[src/rtl/fan_ctrl_pkg.sv]
// Shared types and constants for the multi-channel fan controller:
// FSM states, MAC term indices and accumulator sizing.
package fan_ctrl_pkg;

  typedef enum logic [3:0] {
    ST_IDLE  = 4'd0,
    ST_LOAD  = 4'd1,
    ST_MAC0  = 4'd2,
    ST_MAC1  = 4'd3,
    ST_MAC2  = 4'd4,
    ST_MAC3  = 4'd5,
    ST_MAC4  = 4'd6,
    ST_WRITE = 4'd7,
    ST_DONE  = 4'd8
  } fan_state_e;

  localparam logic [2:0] TERM_B2   = 3'd0;
  localparam logic [2:0] TERM_B1   = 3'd1;
  localparam logic [2:0] TERM_B0   = 3'd2;
  localparam logic [2:0] TERM_A1   = 3'd3;
  localparam logic [2:0] TERM_A0   = 3'd4;
  localparam logic [2:0] TERM_NONE = 3'd7;

  localparam int ACC_GUARD_BITS = 3;

  function automatic int acc_width(input int reg_w, input int adc_w);
    return reg_w + adc_w + 1 + ACC_GUARD_BITS;
  endfunction

  function automatic logic [2:0] mac_term(input fan_state_e st);
    case (st)
      ST_MAC0: return TERM_B2;
      ST_MAC1: return TERM_B1;
      ST_MAC2: return TERM_B0;
      ST_MAC3: return TERM_A1;
      ST_MAC4: return TERM_A0;
      default: return TERM_NONE;
    endcase
  endfunction

endpackage

[src/rtl/fan_pwm_gen.sv]
// Per-channel PWM generator; the duty is only taken over at counter wrap so
// an update mid-period can never produce a runt pulse.
module fan_pwm_gen #(
  parameter int W = 5
) (
  input  logic         clk_i,
  input  logic         rstn_i,
  input  logic         clk_en_i,
  input  logic [W-1:0] period_i,
  input  logic [W-1:0] duty_i,
  output logic         pwm_o
);

  logic [W-1:0] cnt_r;
  logic [W-1:0] cnt_s;
  logic [W-1:0] duty_act_r;
  logic [W-1:0] duty_act_s;
  logic         pwm_r;
  logic         pwm_s;

  // Next counter/duty; >= also recovers cleanly when the period shrinks
  always_comb begin
    cnt_s      = cnt_r;
    duty_act_s = duty_act_r;
    if (period_i == '0) begin
      cnt_s      = '0;
      duty_act_s = duty_act_r;
    end else if (cnt_r >= period_i - W'(1)) begin
      cnt_s      = '0;
      duty_act_s = duty_i;
    end else begin
      cnt_s      = cnt_r + W'(1);
      duty_act_s = duty_act_r;
    end
    pwm_s = (period_i != '0) && (cnt_s < duty_act_s);
  end

  // Counter, active duty and registered output
  always_ff @(posedge clk_i or negedge rstn_i) begin
    if (!rstn_i) begin
      cnt_r      <= '0;
      duty_act_r <= '0;
      pwm_r      <= 1'b0;
    end else if (clk_en_i) begin
      cnt_r      <= cnt_s;
      duty_act_r <= duty_act_s;
      pwm_r      <= pwm_s;
    end
  end

  assign pwm_o = pwm_r;

endmodule

[src/rtl/fan_ctrl_mc.sv]
// Multi-channel fan controller: one time-multiplexed IIR/PID datapath with a
// single multiplier serves all channels once per sample tick.
import fan_ctrl_pkg::*;

module fan_ctrl_mc #(
  parameter int NUM_CH        = 2,
  parameter int ADC_BITWIDTH  = 4,
  parameter int REG_BITWIDTH  = 8,
  parameter int FRAC_BITWIDTH = 6,
  parameter int TICK_DIV      = 200000
) (
  input  logic                           clk_i,
  input  logic                           rstn_i,
  input  logic                           clk_en_i,
  input  logic [NUM_CH*ADC_BITWIDTH-1:0] adc_value_i,
  input  logic [NUM_CH*ADC_BITWIDTH-1:0] set_value_i,
  input  logic [NUM_CH-1:0]              ch_enable_i,
  input  logic [REG_BITWIDTH-1:0]        b2_i,
  input  logic [REG_BITWIDTH-1:0]        b1_i,
  input  logic [REG_BITWIDTH-1:0]        b0_i,
  input  logic [REG_BITWIDTH-1:0]        a1_i,
  input  logic [REG_BITWIDTH-1:0]        a0_i,
  input  logic [ADC_BITWIDTH:0]          pwm_period_i,
  input  logic [ADC_BITWIDTH-1:0]        pwm_min_i,
  output logic [NUM_CH-1:0]              pwm_o,
  output logic [NUM_CH*(ADC_BITWIDTH+1)-1:0] pid_val_o,
  output logic                           busy_o,
  output logic                           done_o,
  output logic                           overrun_o
);

  localparam int DW  = ADC_BITWIDTH + 1;
  localparam int PW  = REG_BITWIDTH + DW;
  localparam int AW  = acc_width(REG_BITWIDTH, ADC_BITWIDTH);
  localparam int CW  = (TICK_DIV > 1) ? $clog2(TICK_DIV) : 1;
  localparam int CHW = (NUM_CH > 1) ? $clog2(NUM_CH) : 1;

  localparam logic signed [AW-1:0] RND_HALF = AW'(2 ** (FRAC_BITWIDTH - 1));
  localparam logic signed [AW-1:0] Y_MAX_W  = AW'(2 ** ADC_BITWIDTH - 1);
  localparam logic signed [AW-1:0] Y_MIN_W  = AW'(-(2 ** ADC_BITWIDTH));

  fan_state_e state_r;
  fan_state_e state_s;
  logic       busy_r;
  logic       done_r;
  logic       overrun_r;
  logic       done_s;
  logic       overrun_s;
  logic       tick_s;
  logic       last_ch_s;
  logic       write_s;

  logic [CW-1:0]  tick_cnt_r;
  logic [CHW-1:0] ch_r;

  logic signed [DW-1:0] e_r;
  logic signed [DW-1:0] e_s;
  logic signed [AW-1:0] acc_r;
  logic signed [AW-1:0] acc_next_s;
  logic signed [AW-1:0] rnd_s;
  logic signed [DW-1:0] y_s;
  logic signed [DW-1:0] y_wr_s;

  logic signed [REG_BITWIDTH-1:0] coef_s;
  logic signed [DW-1:0]           data_s;
  logic                           sub_s;
  logic signed [PW-1:0]           product_s;

  logic [ADC_BITWIDTH-1:0] adc_arr_s [NUM_CH];
  logic [ADC_BITWIDTH-1:0] set_arr_s [NUM_CH];
  logic signed [DW-1:0]    x1_r  [NUM_CH];
  logic signed [DW-1:0]    x2_r  [NUM_CH];
  logic signed [DW-1:0]    y1_r  [NUM_CH];
  logic signed [DW-1:0]    y2_r  [NUM_CH];
  logic signed [DW-1:0]    pid_r [NUM_CH];

  assign tick_s    = clk_en_i && (tick_cnt_r == CW'(TICK_DIV - 1));
  assign last_ch_s = (ch_r == CHW'(NUM_CH - 1));
  assign write_s   = clk_en_i && (state_r == ST_WRITE);
  assign e_s       = $signed({1'b0, adc_arr_s[ch_r]}) - $signed({1'b0, set_arr_s[ch_r]});
  assign product_s = PW'(coef_s) * PW'(data_s);
  assign y_wr_s    = ch_enable_i[ch_r] ? y_s : '0;

  // Sample-period divider
  always_ff @(posedge clk_i or negedge rstn_i) begin
    if (!rstn_i) begin
      tick_cnt_r <= '0;
    end else if (clk_en_i) begin
      if (tick_cnt_r == CW'(TICK_DIV - 1)) tick_cnt_r <= '0;
      else                                 tick_cnt_r <= tick_cnt_r + CW'(1);
    end
  end

  // Next-state and status pulses; one state per enabled cycle
  always_comb begin
    state_s   = state_r;
    done_s    = 1'b0;
    overrun_s = tick_s && (state_r != ST_IDLE);
    if (clk_en_i) begin
      case (state_r)
        ST_IDLE:  state_s = tick_s ? ST_LOAD : ST_IDLE;
        ST_LOAD:  state_s = ST_MAC0;
        ST_MAC0:  state_s = ST_MAC1;
        ST_MAC1:  state_s = ST_MAC2;
        ST_MAC2:  state_s = ST_MAC3;
        ST_MAC3:  state_s = ST_MAC4;
        ST_MAC4:  state_s = ST_WRITE;
        ST_WRITE: state_s = last_ch_s ? ST_DONE : ST_LOAD;
        ST_DONE: begin
          state_s = ST_IDLE;
          done_s  = 1'b1;
        end
        default:  state_s = ST_IDLE;
      endcase
    end else begin
      state_s = state_r;
    end
  end

  // FSM state and registered status outputs
  always_ff @(posedge clk_i or negedge rstn_i) begin
    if (!rstn_i) begin
      state_r   <= ST_IDLE;
      busy_r    <= 1'b0;
      done_r    <= 1'b0;
      overrun_r <= 1'b0;
    end else begin
      state_r   <= state_s;
      busy_r    <= (state_s != ST_IDLE);
      done_r    <= done_s;
      overrun_r <= overrun_s;
    end
  end

  // Operand select for the shared multiplier; feedback terms are subtracted
  always_comb begin
    coef_s = '0;
    data_s = '0;
    sub_s  = 1'b0;
    case (mac_term(state_r))
      TERM_B2: begin coef_s = b2_i; data_s = e_r;         end
      TERM_B1: begin coef_s = b1_i; data_s = x1_r[ch_r];  end
      TERM_B0: begin coef_s = b0_i; data_s = x2_r[ch_r];  end
      TERM_A1: begin coef_s = a1_i; data_s = y1_r[ch_r]; sub_s = 1'b1; end
      TERM_A0: begin coef_s = a0_i; data_s = y2_r[ch_r]; sub_s = 1'b1; end
      default: begin coef_s = '0;   data_s = '0;         sub_s = 1'b0; end
    endcase
    if (sub_s) acc_next_s = acc_r - AW'(product_s);
    else       acc_next_s = acc_r + AW'(product_s);
  end

  // Round half up, drop fraction bits, saturate to the output range
  always_comb begin
    rnd_s = (acc_r + RND_HALF) >>> FRAC_BITWIDTH;
    if (rnd_s > Y_MAX_W)      y_s = Y_MAX_W[DW-1:0];
    else if (rnd_s < Y_MIN_W) y_s = Y_MIN_W[DW-1:0];
    else                      y_s = rnd_s[DW-1:0];
  end

  // Datapath: error latch, accumulator, per-channel history and outputs
  always_ff @(posedge clk_i or negedge rstn_i) begin
    if (!rstn_i) begin
      ch_r  <= '0;
      e_r   <= '0;
      acc_r <= '0;
      for (int i = 0; i < NUM_CH; i++) begin
        x1_r[i]  <= '0;
        x2_r[i]  <= '0;
        y1_r[i]  <= '0;
        y2_r[i]  <= '0;
        pid_r[i] <= '0;
      end
    end else if (clk_en_i) begin
      case (state_r)
        ST_IDLE: if (tick_s) ch_r <= '0;
        ST_LOAD: begin
          e_r   <= e_s;
          acc_r <= '0;
        end
        ST_MAC0, ST_MAC1, ST_MAC2, ST_MAC3, ST_MAC4: acc_r <= acc_next_s;
        ST_WRITE: begin
          if (ch_enable_i[ch_r]) begin
            x2_r[ch_r] <= x1_r[ch_r];
            x1_r[ch_r] <= e_r;
            y2_r[ch_r] <= y1_r[ch_r];
            y1_r[ch_r] <= y_s;
          end else begin
            x2_r[ch_r] <= '0;
            x1_r[ch_r] <= '0;
            y2_r[ch_r] <= '0;
            y1_r[ch_r] <= '0;
          end
          pid_r[ch_r] <= y_wr_s;
          if (!last_ch_s) ch_r <= ch_r + CHW'(1);
        end
        default: ;
      endcase
    end
  end

  for (genvar c = 0; c < NUM_CH; c++) begin : g_ch
    logic signed [DW-1:0] pid_next_s;
    logic [DW-1:0]        mag_s;
    logic [DW-1:0]        duty_s;

    assign adc_arr_s[c] = adc_value_i[c*ADC_BITWIDTH +: ADC_BITWIDTH];
    assign set_arr_s[c] = set_value_i[c*ADC_BITWIDTH +: ADC_BITWIDTH];
    assign pid_val_o[c*DW +: DW] = pid_r[c];

    // Duty target; bypasses the value being written so a same-cycle wrap sees it
    always_comb begin
      mag_s  = '0;
      duty_s = '0;
      if (write_s && (ch_r == CHW'(c))) pid_next_s = y_wr_s;
      else                              pid_next_s = pid_r[c];
      if (!ch_enable_i[c] || pid_next_s[DW-1] || (pid_next_s == '0)) begin
        duty_s = '0;
      end else begin
        mag_s = {1'b0, pid_next_s[ADC_BITWIDTH-1:0]};
        if (mag_s < {1'b0, pwm_min_i}) duty_s = {1'b0, pwm_min_i};
        else                           duty_s = mag_s;
        if (duty_s > pwm_period_i) duty_s = pwm_period_i;
        else                       duty_s = duty_s;
      end
    end

    fan_pwm_gen #(.W(DW)) u_pwm (
      .clk_i    (clk_i),
      .rstn_i   (rstn_i),
      .clk_en_i (clk_en_i),
      .period_i (pwm_period_i),
      .duty_i   (duty_s),
      .pwm_o    (pwm_o[c])
    );
  end

  assign busy_o    = busy_r;
  assign done_o    = done_r;
  assign overrun_o = overrun_r;

endmodule

[config.mk]
export PLATFORM = sky130hd
export DESIGN_NAME = fan_ctrl_mc
export DESIGN_NICKNAME = d
export VERILOG_FILES = /design/src/rtl/fan_ctrl_pkg.sv /design/src/rtl/fan_pwm_gen.sv /design/src/rtl/fan_ctrl_mc.sv
export SDC_FILE = /design/constraint.sdc
export NUM_CORES = 1
export LEC_CHECK = 0
export ABC_AREA = 1
export CORE_MARGIN = 4
export CORE_UTILIZATION = 55
export DETAILED_ROUTE_END_ITERATION = 10
export HOLD_SLACK_MARGIN = 0.05
export PLACE_DENSITY = 0.78
export SYNTH_ARGS = -nofsm -noshare
export SYNTH_HDL_FRONTEND = slang
export SYNTH_SLANG_ARGS = --single-unit
[constraint.sdc]
create_clock -name clk_i -period 19.1 [get_ports clk_i]
set_clock_uncertainty 0.1 [all_clocks]
set_input_delay 3.82 -clock clk_i [delete_from_list [all_inputs] [get_ports clk_i]]
set_output_delay 3.82 -clock clk_i [all_outputs]
set_load 0.01 [all_outputs]
Word level (Yosys, flattened, before mapping)
Cells that the tools add are included.

operators by class
  $add $sub $neg = 9
  multipliers = 1
  div/mod/pow operators = 0
  order comparisons = 13
  equality and inequality tests = 14
  shifts and indexed selects = 0
  mux-type cells = 68
  bitwise operators = 7
  reductions and logical operators = 30

operator list
  cell                                                                              count
  5-bit two-way mux                                                                 32
  10-bit bitwise mux                                                                5
  10-bit AND                                                                        4
  10-bit two-way mux                                                                4
  4-bit two-way mux                                                                 10
  8-bit one-hot mux with 5 select lines                                             1
  16-bit one-hot mux with 2 select lines                                            1
  4-bit one-hot mux with 8 select lines                                             1
  5-bit one-hot mux with 5 select lines                                             1
  18-bit by 1-bit adder with 18-bit output, second input constant                   1
  18-bit equality test, second input constant                                       1
  18-bit two-way mux                                                                1
  16-bit by 13-bit adder with 16-bit output                                         1
  16-bit by 7-bit adder with 16-bit output, second input constant                   1
  4-bit by 3-bit equality test with 1-bit output, second input constant             4
  16-bit two-way mux                                                                1
  16-bit by 13-bit subtractor with 16-bit output                                    1
  5-bit zero test                                                                   3
  3-bit one-hot mux with 5 select lines                                             1
  8-bit by 5-bit multiplier with 13-bit output                                      1
  5-bit by 1-bit adder with 5-bit output, second input constant                     2
  5-bit >= comparator                                                               2
  10-bit by 5-bit greater-than comparator with 1-bit output, second input constant  1
  5-bit greater-than comparator                                                     2
  34 further kinds                                                                  60

storage, ports and cells
  register bits = 119
  bits in latches = 0
  bits in writable memories = 0
  bits in read-only memories = 0
  input bits = 70
  output and inout port bits = 15
  word-level logic and storage cells = 166
  memories = 0

Depth between registers and ports, before layout
  depth after elaboration = 16
  depth in mapped cells = 42
  gate-level depth less buffers = 42

Hierarchy
A second synthesis with hierarchy kept.

unflattened totals
  cell total of the unflattened synthesis = 1409
  area total of the unflattened synthesis = 10278.6 µm²

modules (own cells, without submodules)
  module                       instances  cells each  area an instance (µm²)  sequential area each (µm²)
  fan_ctrl_mc                  1          1168        8449.4                  2427.3
  fan_pwm_gen (g_ch[0].u_pwm)  1          119         942.2                   275.3
  fan_pwm_gen (g_ch[1].u_pwm)  1          122         887.1                   275.3

Worst setup path after synthesis
No wires, ideal clock.

  kind = input-to-reg
  start = in a0_i[1]
  end = reg acc_r[15]
  library setup time = 0.118 ns
  arrival = 9.179 ns
  data required time = 18.882 ns
  slack = 9.703 ns
  cell stages on the path = 33
  path buffers = 0
  path through = a22o_1 a221oi_1 and2_1 inv_1 nor2_1 fa_1 fa_1 inv_1 fa_1 inv_1 ha_1 a21oi_1 o21ai_0 a21oi_1 xor2_1 nor3_1 or2_2 xor2_1 inv_1 ha_1 inv_1 nor4_1 nand3_1 nand4_1 nand3_1 nand2_1 nand2_1 nand2_1 a21oi_1 inv_1 nand2_1 nand3_1 nand2_1

between the ends
  cells in the longest elaborated chain, start to end = 5
  elaborated cells between the ends (all ways) = 6
  classes of those cells = add/sub: 2; mul: 1; mux: 3

ends and longest elaborated chain
  item                                                                                                         line                                    RTL
  from (decl)                                                                                                  fan_ctrl_mc.sv:22                       input logic [REG_BITWIDTH-1:0] a0_i,
  8-bit one-hot mux with 5 select lines (*)                                                                    fan_ctrl_mc.sv:140                      case (mac_term(state_r))
  8-bit by 5-bit multiplier with 13-bit output (*)                                                             fan_ctrl_mc.sv:81                       assign product_s = PW'(coef_s) * PW'(data_s);
  16-bit by 13-bit adder with 16-bit output or 16-bit by 13-bit subtractor with 16-bit output (tied branches)  fan_ctrl_mc.sv:149, fan_ctrl_mc.sv:148
  16-bit two-way mux (*)                                                                                       fan_ctrl_mc.sv:148                      if (sub_s) acc_next_s = acc_r - AW'(product_s);
  16-bit one-hot mux with 2 select lines (*)                                                                   fan_ctrl_mc.sv:174                      case (state_r)
  to (signal assigned)                                                                                         fan_ctrl_mc.sv:180                      ST_MAC0, ST_MAC1, ST_MAC2, ST_MAC3, ST_MAC4: acc_r <= acc_next_s;
  to (decl)                                                                                                    fan_ctrl_mc.sv:58                       logic signed [AW-1:0] acc_r;

Every way passes the cells marked *; elsewhere a longest branch is shown, timed or not.
A chain may end at the register's enable or synchronous reset.

Worst setup path after layout
Same ends and word-level chain as after synthesis.

==> results.py <==
metrics = {
    "timing": {
        "setup_ws_ps": 9200,
        "timing.final.crit_share": 0.5183,
        "slew_headroom": 0.3088,
        "setup-violations-final": 0,
        "fin_crit_ps": 9900,
        "rsz0062_at_grt": "no",
        "final.setup.tns_ps": 0,
        "hold_violations": 0,
        "fmax_mhz": 101.0,
        "maxSlewViolCount": 0,
        "tightest_slew_ps": 1035,
    },
    "yosys": {
        "synth_most_common_cell": "nand2_1",
        "yosysSeqAreaShare": 0.3027,
        "syn_area_per_cell_sq_um": 7.482,
        "synth_fp_nets": 1493,
        "synth_top_area_share": 0.3027,
        "synthTopCellsByCount": "nand2_1, inv_1, nor2_1",
        "synth_area_leader_cell": "dfrtp_1",
        "netlist_area_sq_um": 9838,
        "ys_types": 56,
        "synth_edf_count": 0,
        "ys_warn_count": 0,
        "synthArstFlopShare": 1.000,
        "syn_inst": 1315,
        "synth_ff_type": "dfrtp_1",
        "synth_seq_cells": 119,
        "synth_area_leaders": "dfrtp_1, nand2_1, ha_1",
    },
    "placed_design": {
        "gp_congestion": 0.9395,
        "io_buffers": 84,
        "placed_area_sq_um": 10870,
        "hpwlAfterDp_mm": 18.04,
        "pre_cts_ws_ps": 8795,
    },
    "route": {
        "avgRoutedWirePerCell_microns": 14.89,
        "drt-total-wl_mm": 24.34,
        "viasPerCell": 5.443,
        "drc": 0,
        "vias": 8900,
        "drt_iter0_markers": 499,
        "drt_pass1_iterations": 5,
        "ant_nets": 0,
    },
    "critical_path": {
        "worstSetupPathType": "in2reg",
        "critPathLaunchType": "primary input",
        "r2r-end": "acc_r[15]$_DFFE_PN0P_",
        "r2r_start": "ch_r$_DFFE_PN0P_",
        "slowest_stage": "fa_1",
        "r2r_setup_slack_ps": 11220,
        "crit_top_cell": "inv_1",
        "rr_worst_depth": 31,
        "critPathArrivalTime_ps": 10100,
        "cpPeakStageDelay_ps": 540,
        "worst_setup_path_end_kind": "register",
        "critPathRequiredTime_ps": 19300,
        "crit_fanout": 6,
    },
    "floorplan": {
        "dieArea_sq_um": 20090,
        "start_util": 0.5649,
        "dieWidth_microns": 141.7,
        "coreArea_sq_um": 17420,
        "num_rows": 48,
        "ioPinCount": 85,
        "die_h_microns": 141.7,
    },
    "hold_path": {
        "hold_path_depth": 2,
        "min_from": "g_ch[1].u_pwm.duty_act_r[4]$_DFFE_PN0P_",
        "hold_path_class": "reg2reg",
        "holdPathEnd": "g_ch[1].u_pwm.duty_act_r[4]$_DFFE_PN0P_",
    },
    "cts": {
        "insertion_delay_ps": 430,
        "cts_buffer_depth": 2,
        "cts_buffers": 17,
        "htreeDepth": 4,
        "clock-sinks": 119,
        "clk_pin_slew_ps": 70,
        "cts_tree": "done",
        "hold_buffers": 0,
        "clockRootBuffer": "clkbuf_16",
        "ctsResizeCount": 0,
        "cts_setup_buffers": 0,
    },
    "layout": {
        "layout-drive-gt1-share": 0.08014,
        "n_fill_cell": 1492,
        "diodes": 0,
        "fin_nets": 1575,
        "final_area_sq_um": 11460,
        "syn2layout_area_growth_pct": 16.53,
    },
    "global_route": {
        "grt_pass1_vias": 8642,
        "overflow": 0,
        "grt_pass1_wl_mm": 40.74,
        "grt_max_degree": 75,
        "grt_usage": 0.2480,
        "antenna_found_initial": 0,
    },
    "job": {
        "drv_cap": 0,
    },
    "status": {
        "run_status": "completed",
    },
}
## area by class of cell
type | count | area [sq um] | share of cell area
multi-input cells | 930 | 5839 | 0.5093
flip-flops and latches | 119 | 2979 | 0.2599
inverters | 241 | 905.9 | 0.07901
repair buffers | 88 | 868.3 | 0.07574
clock buffers | 17 | 425.4 | 0.03711
well taps | 225 | 281.5 | 0.02456
clock inverters | 15 | 165.2 | 0.01441
## routing by layer
| metal | vias up | share of wire | GRT usage |
|---|---|---|---|
| met2 | 224 | 0.50 | 0.4306 |
| met3 | 36 | 0.044 | 0.04044 |
| li1 | 4428 | - | - |
| met5 | - | 0 | 0 |
| met4 | 0 | 0.015 | 0.06818 |
| met1 | 4212 | 0.44 | 0.3213 |
## metrics by stage
| step | std cells | util | hold WS (ps) |
|---|---|---|---|
| final | 1635 | 0.6583 | 379.9 |
| after global routing | 1635 | 0.6583 | 399.1 |
| after CTS | 1635 | 0.6583 | 380.4 |
| after detailed placement | 1603 | 0.6244 | 362.9 |
| after global placement | 1603 | 0.6244 | 353.9 |
| after floorplan | 1315 | - | 336.5 |
## critical path, delay by kind of cell
kind,cells,cell delay (ps)
simple gates,14,1910
buf+inv,7,710
compound gates,6,1000
fa+ha+maj,5,2200
xor+xnor,2,440
## flip-flops by register name, summed over array words and instances, names as in the netlist
register and flops:
acc_r 16, busy_o 1, ch_r 1, done_o 1
e_r 5, g_ch.u_pwm.cnt_r 10, g_ch.u_pwm.duty_act_r 10, g_ch.u_pwm.pwm_o 2
overrun_o 1, pid_val_o 10, state_r 4, tick_cnt_r 18
x1_r 10, x2_r 10, y1_r 10, y2_r 10
## logic make-up after synthesis
group / share of synthesized area
multiplexers: 0.003052
buffers and inverters: 0.1038
XOR/XNOR: 0.04006
AND/OR/NAND/NOR: 0.2469
flip-flops: 0.3027
adder cells (fa/ha/maj): 0.1595
AO/OA/AOI/OAI: 0.1441
## how the worst max path moves through the flow
stage / cells after the start / to / startpoint / slack [ps]
2_1_floorplan: 33 / acc_r[15]$_DFFE_PN0P_ / a0_i[1] / 9700
3_3_place_gp: 34 / acc_r[15]$_DFFE_PN0P_ / a0_i[1] / 8950
3_5_place_dp: 35 / acc_r[15]$_DFFE_PN0P_ / a0_i[2] / 8790
4_1_cts: 34 / acc_r[15]$_DFFE_PN0P_ / a0_i[1] / 9210
5_1_grt: 35 / acc_r[15]$_DFFE_PN0P_ / b1_i[3] / 8630
6_report: 34 / acc_r[15]$_DFFE_PN0P_ / a0_i[1] / 9200
## cell usage in the layout (no fill, tap or decap), types with 3 or more instances in the layout
cell,Yosys,final
nand2_1,277,277
inv_1,223,223
nor2_1,122,122
dfrtp_1,119,118
o21ai_0,87,87
clkdlybuf4s50_1,0,83
ha_1,79,79
a21oi_1,49,49
nand3_1,43,43
xor2_1,33,33
o22ai_1,31,31
fa_1,29,29
nor3_1,17,17
clkbuf_16,0,17
nand4_1,15,15
inv_2,14,14
nand2_2,14,14
xnor2_1,12,12
a22o_1,12,12
nor2_2,8,8
a221oi_1,8,8
and2_1,8,8
nor4_1,7,7
inv_6,0,7
or2_2,6,6
nor2_4,6,6
nand2_4,6,6
nand3_2,6,6
o21ai_2,6,6
o211ai_1,6,6
o21ai_1,5,5
buf_4,2,5
o21bai_1,4,4
clkinvlp_4,0,4
o21a_1,3,3
clkinv_1,3,3
o31ai_1,3,3
mux2i_1,3,3
Power is left out: the tool's default activity adds up to more than one toggle a clock period on the data nets, which glitch-free logic cannot reach.
